===== config.mk =====
export PLATFORM = sky130hd
export DESIGN_NAME = region_switch_ctrl_flat
export DESIGN_NICKNAME = d
export VERILOG_FILES = /design/src/rtl/region_switch_ctrl_pkg.sv /design/src/rtl/region_switch_ctrl_if.sv /design/src/rtl/region_switch_ctrl_btn_debounce.sv /design/src/rtl/region_switch_ctrl.sv /design/src/flat_wrapper.sv
export SDC_FILE = /design/constraint.sdc
export NUM_CORES = 1
export LEC_CHECK = 0
export BUFFER_PORTS_ARGS = -buffer_cell sky130_fd_sc_hd__buf_2
export CAP_MARGIN = 5
export CORE_AREA = 2 2 88 90
export DETAILED_ROUTE_END_ITERATION = 8
export DIE_AREA = 0 0 90 92
export PLACE_DENSITY = 0.66
export SETUP_SLACK_MARGIN = 0.3
export SLEW_MARGIN = 20
export SYNTH_ARGS = -nofsm -noshare
export SYNTH_HDL_FRONTEND = slang
export SYNTH_SLANG_ARGS = --single-unit

===== constraint.sdc =====
create_clock -name clk -period 3.1 [get_ports clk]
set_input_delay 0.155 -clock clk [delete_from_list [all_inputs] [get_ports clk]]
set_output_delay 0.155 -clock clk [all_outputs]
set_load 0.02 [all_outputs]

===== src/rtl/region_switch_ctrl_pkg.sv =====
// Shared encodings for the region switch controller: forced-region modes,
// controller states and region line levels.
package region_pkg;

   typedef enum logic [1:0] {
      MODE_AUTO = 2'd0,
      MODE_NTSC = 2'd1,
      MODE_PAL  = 2'd2
   } mode_t;

   typedef enum logic [1:0] {
      IDLE  = 2'd0,
      RUN   = 2'd1,
      PRESS = 2'd2,
      PULSE = 2'd3
   } state_t;

   localparam logic NTSC = 1'b0;
   localparam logic PAL  = 1'b1;

   // Short press with the override window open steps AUTO -> NTSC -> PAL -> AUTO.
   function automatic mode_t next_mode(input mode_t m);
      case (m)
         MODE_AUTO: return MODE_NTSC;
         MODE_NTSC: return MODE_PAL;
         default:   return MODE_AUTO;
      endcase
   endfunction

   function automatic logic region_sel(input mode_t m, input logic cic_region);
      case (m)
         MODE_NTSC: return NTSC;
         MODE_PAL:  return PAL;
         default:   return cic_region;
      endcase
   endfunction

endpackage


===== src/rtl/region_switch_ctrl_if.sv =====
// CIC status inputs and console-facing outputs of the region switch controller.
// The controller side is the slave; the CIC stage / environment is the master.
interface region_switch_ctrl_if;

   logic       cic_start;
   logic       cic_region;
   logic       cic_rst_host;
   logic       region_override;
   logic       region_out;
   logic [1:0] mode;
   logic       rst_host_out;
   logic       led_ntsc;
   logic       led_pal;

   modport master (
      output cic_start, cic_region, cic_rst_host, region_override,
      input  region_out, mode, rst_host_out, led_ntsc, led_pal
   );

   modport slave (
      input  cic_start, cic_region, cic_rst_host, region_override,
      output region_out, mode, rst_host_out, led_ntsc, led_pal
   );

endinterface


===== src/rtl/region_switch_ctrl_btn_debounce.sv =====
// Front-panel button conditioning: two-flop synchroniser, then a level that only
// moves after DEBOUNCE_TICKS consecutive samples disagreeing with it.
module btn_debounce #(
   parameter int DEBOUNCE_TICKS = 20_000
) (
   input  logic clk,
   input  logic rst,
   input  logic btn_n,
   output logic btn,
   output logic btn_rise
);

   localparam int CNT_W = $clog2(DEBOUNCE_TICKS + 1);
   localparam logic [CNT_W-1:0] CNT_LAST = CNT_W'(DEBOUNCE_TICKS - 1);

   logic             btn_p0;
   logic             btn_p1;
   logic [CNT_W-1:0] stable_cnt;

   // stage p0/p1: synchroniser, inverted to active-high; then the stability counter
   always_ff @(posedge clk or negedge rst) begin
      if (!rst) begin
         btn_p0     <= 1'b0;
         btn_p1     <= 1'b0;
         btn        <= 1'b0;
         btn_rise   <= 1'b0;
         stable_cnt <= '0;
      end else begin
         btn_p0   <= ~btn_n;
         btn_p1   <= btn_p0;
         btn_rise <= 1'b0;
         if (btn_p1 == btn) begin
            stable_cnt <= '0;
         end else if (stable_cnt == CNT_LAST) begin
            stable_cnt <= '0;
            btn        <= btn_p1;
            btn_rise   <= btn_p1;
         end else begin
            stable_cnt <= stable_cnt + 1'b1;
         end
      end
   end

endmodule


===== src/rtl/region_switch_ctrl.sv =====
// Region selection and host-reset sequencer sitting after the dual-CIC lockout:
// forced-region mode via the front-panel button, timed host resets, status LEDs.
module region_switch_ctrl
   import region_pkg::*;
#(
   parameter int DEBOUNCE_TICKS    = 20_000,
   parameter int LONG_PRESS_TICKS  = 4_000_000,
   parameter int RESET_PULSE_TICKS = 400_000
) (
   input  logic              clk,
   input  logic              rst,
   input  logic              btn_n,
   region_switch_ctrl_if.slave bus
);

   localparam int HOLD_W  = $clog2(LONG_PRESS_TICKS + 1);
   localparam int PULSE_W = $clog2(RESET_PULSE_TICKS + 1);
   localparam logic [HOLD_W-1:0]  HOLD_MAX   = HOLD_W'(LONG_PRESS_TICKS);
   localparam logic [HOLD_W-1:0]  HOLD_LAST  = HOLD_W'(LONG_PRESS_TICKS - 1);
   localparam logic [PULSE_W-1:0] PULSE_LAST = PULSE_W'(RESET_PULSE_TICKS - 1);

   state_t               state;
   state_t               state_nx;
   mode_t                mode_q;
   mode_t                mode_nx;
   logic [HOLD_W-1:0]    hold_cnt;
   logic [HOLD_W-1:0]    hold_nx;
   logic [PULSE_W-1:0]   pulse_cnt;
   logic [PULSE_W-1:0]   pulse_nx;
   logic                 btn;
   logic                 btn_rise;
   logic                 region;

   btn_debounce #(
      .DEBOUNCE_TICKS (DEBOUNCE_TICKS)
   ) u_btn_debounce (
      .clk      (clk),
      .rst      (rst),
      .btn_n    (btn_n),
      .btn      (btn),
      .btn_rise (btn_rise)
   );

   always_ff @(posedge clk or negedge rst) begin
      if (!rst) begin
         state     <= IDLE;
         mode_q    <= MODE_AUTO;
         hold_cnt  <= '0;
         pulse_cnt <= '0;
      end else begin
         state     <= state_nx;
         mode_q    <= mode_nx;
         hold_cnt  <= hold_nx;
         pulse_cnt <= pulse_nx;
      end
   end

   always_comb begin
      state_nx = state;
      mode_nx  = mode_q;
      hold_nx  = hold_cnt;
      pulse_nx = pulse_cnt;
      case (state)
         IDLE: begin
            if (bus.cic_start && !bus.cic_rst_host) begin
               state_nx = RUN;
            end
         end
         RUN: begin
            if (bus.cic_rst_host) begin
               state_nx = IDLE;
            end else if (btn_rise) begin
               state_nx = PRESS;
               hold_nx  = '0;
            end
         end
         PRESS: begin
            // a CIC reset request wins over any release or long-press decision
            if (bus.cic_rst_host) begin
               state_nx = IDLE;
               hold_nx  = '0;
            end else if (!btn) begin
               if (bus.region_override) begin
                  mode_nx = next_mode(mode_q);
               end
               state_nx = PULSE;
               pulse_nx = '0;
            end else if (hold_cnt == HOLD_LAST) begin
               mode_nx  = MODE_AUTO;
               state_nx = PULSE;
               pulse_nx = '0;
               hold_nx  = HOLD_MAX;
            end else begin
               hold_nx = hold_cnt + 1'b1;
            end
         end
         PULSE: begin
            if (pulse_cnt == PULSE_LAST) begin
               state_nx = IDLE;
               pulse_nx = '0;
            end else begin
               pulse_nx = pulse_cnt + 1'b1;
            end
         end
         default: begin
            state_nx = IDLE;
         end
      endcase
   end

   assign region = (state == IDLE) ? NTSC : region_sel(mode_q, bus.cic_region);

   assign bus.region_out = region;
   assign bus.mode       = mode_q;
   assign bus.led_ntsc   = (state != IDLE) && !region;
   assign bus.led_pal    = (state != IDLE) && region;
   // gated by rst so the console sees no reset request while the controller itself is held in reset
   assign bus.rst_host_out = rst && (bus.cic_rst_host || (state == PULSE));

endmodule


===== src/flat_wrapper.sv =====
// flat-port wrapper written by rule: the top's interface ports become plain ports
module region_switch_ctrl_flat import region_pkg::*;
#(
   parameter int DEBOUNCE_TICKS    = 20_000,
   parameter int LONG_PRESS_TICKS  = 4_000_000,
   parameter int RESET_PULSE_TICKS = 400_000
)
  (clk, rst, btn_n, bus_cic_start, bus_cic_region, bus_cic_rst_host, bus_region_override, bus_region_out, bus_mode, bus_rst_host_out, bus_led_ntsc, bus_led_pal);
  region_switch_ctrl_if bus_i ();
  input  logic clk;
  input  logic rst;
  input  logic btn_n;
  input wire logic [$bits(bus_i.cic_start)-1:0] bus_cic_start;
  input wire logic [$bits(bus_i.cic_region)-1:0] bus_cic_region;
  input wire logic [$bits(bus_i.cic_rst_host)-1:0] bus_cic_rst_host;
  input wire logic [$bits(bus_i.region_override)-1:0] bus_region_override;
  output wire logic [$bits(bus_i.region_out)-1:0] bus_region_out;
  output wire logic [$bits(bus_i.mode)-1:0] bus_mode;
  output wire logic [$bits(bus_i.rst_host_out)-1:0] bus_rst_host_out;
  output wire logic [$bits(bus_i.led_ntsc)-1:0] bus_led_ntsc;
  output wire logic [$bits(bus_i.led_pal)-1:0] bus_led_pal;
  assign bus_i.cic_start = bus_cic_start;
  assign bus_i.cic_region = bus_cic_region;
  assign bus_i.cic_rst_host = bus_cic_rst_host;
  assign bus_i.region_override = bus_region_override;
  assign bus_region_out = bus_i.region_out;
  assign bus_mode = bus_i.mode;
  assign bus_rst_host_out = bus_i.rst_host_out;
  assign bus_led_ntsc = bus_i.led_ntsc;
  assign bus_led_pal = bus_i.led_pal;
  region_switch_ctrl #(.DEBOUNCE_TICKS(DEBOUNCE_TICKS), .LONG_PRESS_TICKS(LONG_PRESS_TICKS), .RESET_PULSE_TICKS(RESET_PULSE_TICKS)) u_core (.clk(clk), .rst(rst), .btn_n(btn_n), .bus(bus_i));
endmodule

* Word-level counts from Yosys, hierarchy flattened
Cells that the tools add are included.
Storage, ports and cells: bits in registers 64, latch bits 0, bits in writable memories 0, memory bits (read-only) 0, input bits 7, output and inout port bits 6, logic and storage cells 81, memories kept 0
Operators by class: add/sub/neg operators 3, multiply operators 0, div/mod/pow operators 0, $lt $le $gt $ge 0, equality and inequality tests 19, shifts and indexed selects 0, mux-type cells 29, bitwise gates (word level) 3, reductions and logical operators 18
Operator list (number):
- $mux 22 | 5
- $mux 19 | 4
- $pmux 22 s2 | 1
- $pmux 19 s2 | 1
- $mux 15 | 2
- $add 22x1->22 const B | 1
- $eq 22x22->1 const B | 1
- $mux 2 | 10
- $add 19x1->19 const B | 1
- $eq 19x19->1 const B | 1
- $add 15x1->15 const B | 1
- $eq 15x15->1 const B | 1
- $reduce_and 4->1 | 3
- $pmux 2 s4 | 1
- $reduce_bool 2->1 | 4
- $eq 2x2->1 const B | 3
- $ne 2x1->1 const B | 3
- $ne 2x2->1 const B | 3
- $ne 3x3->1 const B | 2
- $eq 2x1->1 const B | 2
- $logic_and 1x1->1 | 4
- $logic_not 2->1 | 2
- $ne 4x3->1 const B | 1
- $pmux 2 s2 | 1
- 9 further kinds | 14

* Longest topological paths before layout
depth after elaboration 5, depth in mapped cells 8, depth with buffers taken out 6

* Hierarchy
Synthesis repeated with hierarchy kept, for this count alone.
Second synthesis, totals: cell total of the unflattened synthesis 379, area total of the unflattened synthesis 3626.0 um2
By module, submodules not included:
- region_switch_ctrl | instances 1, cells each 300, area an instance 2725.1 um2
- btn_debounce | instances 1, cells each 79, area an instance 900.9 um2

* Worst setup path after synthesis
No wires, ideal clock.
path kind reg-to-reg, start point reg u_core.hold_cnt[0], end point reg u_core.state[0], setup time 0.110 ns, arrival time 1.760 ns, data required time 2.990 ns, path slack 1.229 ns, cell stages (with the launch flop) 8, period minus slack after synthesis 1.871 ns, cell sequence dfrtp_1 > ha_1 > or2b_2 > nor3_1 > a21o_1 > buf_6 > nor2_1 > o41ai_1
On the way: cells in the longest elaborated chain, start to end 3
RTL lines:
- from (decl) | RTL line region_switch_ctrl.sv:26 | logic [HOLD_W-1:0] hold_cnt;
- from (signal assigned) | RTL line region_switch_ctrl.sv:53 | hold_cnt <= hold_nx;
- $eq 22x22->1 | RTL line region_switch_ctrl.sv:88 | end else if (hold_cnt == HOLD_LAST) begin
- $ne 4x3->1 (no line)
- $reduce_and 4->1 (no line)
- to (signal assigned) | RTL line region_switch_ctrl.sv:51 | state <= state_nx;
- to (decl) | RTL line region_switch_ctrl.sv:22 | state_t state;
No other way between the ends. A chain may end at the register's enable or synchronous reset.

* Worst setup path after layout
start point reg u_core.pulse_cnt[0], end point reg u_core.pulse_cnt[18]
On the way: cells in the longest elaborated chain, start to end 3, elaborated cells on any way between the ends 4
RTL lines:
- from (decl) | RTL line region_switch_ctrl.sv:28 | logic [PULSE_W-1:0] pulse_cnt;
- from (signal assigned) | RTL line region_switch_ctrl.sv:54 | pulse_cnt <= pulse_nx;
- $add 19x1->19 or $eq 19x19->1 (tied branches) | RTL line region_switch_ctrl.sv:102, region_switch_ctrl.sv:98
- $mux 19 (*) | RTL line region_switch_ctrl.sv:98 | if (pulse_cnt == PULSE_LAST) begin
- $pmux 19 s2 (*) | RTL line region_switch_ctrl.sv:63 | case (state)
Mark *: on every way between the ends. The rest lies on a longest branch, timed or not.

==> metrics.txt <==
first-pass GRT wire length 13.1 mm; vias in the first global route 2,784; top area cells in the synthesized netlist dfrtp_1, nand2_1, nand3_1, a31oi_1, nor2_1; hpwl dp 5.14 mm; clock sink total 64; CP Cell Sequence ha_1, nand3_1, nor2_2, a31oi_2, buf_4, and3_1, a221o_1; worst ir drop on vdd 0.409 mV; row count 32; nets 418; Sequential Power Share 48.6%; Yosys top cell area share 44.4%; CP max stage cell dfrtp_1; most frequent cell after synthesis dfrtp_1; Yosys reg bits 64; Initial Util approximately 48%; share of layout cells above drive strength 1 about an eighth; critical path arrival 2480 ps; CP Max Fanout 21; Top delay family on crit path simple AND/OR/NAND/NOR gates; Critical Path Sink Type flop; post-synthesis async set-or-reset flop share 100%; routability cong. 0.853; syn nets 406; yosys warns 0; Top FF cell, synth dfrtp_1; die width 90 µm; CTS root buffer clkbuf_8; sw frac 25.2%; final setup fails 0; io pins 13; total CTS buffers 9; clock skew 15.3 ps; Die H 92 µm; via density per instance around 5.8; Worst path max stage delay 420 ps; minimum clock period between 2000 and 2500 ps; Ant. Diodes 0; clk_lat worst skew 350 ps; Combinational Power Share 7.2%; final wirelength 7.55 mm; synthesized area 3610 µm²; outcome complete, no violations; largest net degree at the start of global routing 46; dpl ws around 850 ps; Req. time, crit path between 3000 and 4000 ps; TritonCTS clock tree yes; RSZ-0062 raised after global routing false; PwrDens 514 nW/µm²; Final ANT Viol Nets 0; fin crit share 72.6%; Net Sw Power 0.515 mW; sequential fraction of the synthesis area 44.4%; Slew HR 44.8%; Min-Delay Path Class in -> reg; Reg clk slew, reported paths approximately 70 ps; initial antenna violation count 0; clock network power share about 44%; P_int 1.53 mW; EDFF count, synth 0; Post-Synthesis Cells between 300 and 400; CP Launch Type flop; via count 2,986; MaxCap Viol Count 0; drc violations 0; Final Hold Viols 0; LEAKAGE 1.69 nW; largest area contributor in the netlist dfrtp_1; Initial DRC Count between 150 and 200; worst path bufs/invs 1; wire per inst 14.7 µm; full die area 8280 µm²; Netlist cell types a little under 60; grt ovf 0; Fill cells 715; H-tree depth 3; Syn Area/Cell ~9.2 µm²; Clock Path Buffers 2; gr usage total between 10% and 20%; top cells by count, synth dfrtp_1, nand2_1, nor2_1, nand3_1; worst setup margin 850 ps; Worst Max-Slew Pin Slew 822 ps; setup TNS 0 ps; final slew viol count 0; core box area 7450 µm²; Setup CP Type reg -> reg; PortBufs 12; fin util 53.4%; post-cts resize count 0; FMAX 0.444 GHz; synthesis-to-finish area growth 10.2%; drt pass-1 iters 5
[state kept, by name, indices dropped and copies added, names as in the netlist]
register and count:
u_core.u_btn_debounce.btn_rise 1, u_core.u_btn_debounce.btn_p0 1, u_core.u_btn_debounce.btn_p1 1, u_core.state 2
u_core.hold_cnt 22, u_core.bus.mode 2, u_core.pulse_cnt 19, u_core.u_btn_debounce.stable_cnt 15
u_core.u_btn_debounce.btn 1
[final timing paths]
path	cells past startpoint	slack (ps)	to	startpoint
setup / recovery	7	850	u_core.pulse_cnt[18]	u_core.pulse_cnt[0]
hold / removal	3	110	u_core.state[0]	bus_cic_start
setup reg to reg	7	850	u_core.pulse_cnt[18]	u_core.pulse_cnt[0]
hold reg to reg	0	350	u_core.u_btn_debounce.btn_p1	u_core.u_btn_debounce.btn_p0
max in group asynchronous	3	1850	u_core.u_btn_debounce.btn_p0	rst
min in group asynchronous	2	300	u_core.hold_cnt[10]	rst
[layout by cell type, fill, tap and decap left out, drive strengths merged, types with 12 or more instances in the layout]
cell type / synthesis / final
a21oi: 19 / 19
a31oi: 21 / 21
inv: 12 / 13
and3: 12 / 12
a21o: 12 / 12
nor4: 12 / 12
nand2: 40 / 40
nor2: 36 / 36
buf: 15 / 17
dfrtp: 64 / 64
o21ai: 21 / 21
nand3: 29 / 29
[power groups by stage]
| stage | Combinational (mW) | Sequential (mW) | Clock [mW] |
|---|---|---|---|
| after CTS | 0.150 | 0.991 | 0.929 |
| after detailed placement | 0.148 | 1.01 | 0 |
| final | 0.147 | 0.994 | 0.905 |
| after floorplan | 0.118 | 0.979 | 0 |
| after global placement | 0.143 | 1.01 | 0 |
| after global routing | 0.173 | 1.01 | 0.963 |
[worst register-to-register path, cell delays in order (launching register included)]
cell and delay (ps):
dfrtp_1 420, ha_1 220, nand3_1 120, nor2_2 340, a31oi_2 310, buf_4 290, and3_1 180, a221o_1 250
[metal layers]
layer  vias to the layer above  global-route usage (%)  wire length, µm
li1                       1467                       -                -
met4                         0                    7.05              111
met1                      1451                    25.5             3600
met2                        58                    30.5             3530
met3                        10                    5.18              308
met5                         -                       0                0
[through the flow]
step	std cells	power [mW]	hold slack (ps)	instance area [µm²]
3_5_place_dp	494	1.15	144	3710
2_1_floorplan	393	1.10	-141	3610
3_3_place_gp	494	1.15	151	3710
5_1_grt	512	2.15	141	3980
6_report	512	2.05	105	3980
4_1_cts	512	2.07	92.9	3980
[timing repair]
item / 4_1_cts / 5_1_grt
endpoints found under the setup margin: 0 / 0
buffers inserted: 0 / 0
hold endpoints to repair: 20 / 0
hold buffers: 2 / 0
[cell type report]
class                           instances  area (µm²)  area share (%)
Inverter                               12        45.0            1.13
Sequential cell                        64        1600            40.3
Timing Repair Buffer                   19         118            2.96
Clock buffer                           10         138            3.46
Tap cell                              102         128            3.21
Clock inverter                          6         115            2.89
Multi-Input combinational cell        299        1830            46.1
[cell families after synthesis]
kind of cell	Yosys count	share of synthesized area, %
compound gates	102	18.7
simple gates	174	25.6
fa+ha+maj	6	2.08
xor+xnor	14	3.40
mux	3	0.867
flops	64	44.4
buf+inv	30	4.99
No activity file was read; power rests on OpenSTA's default activity.
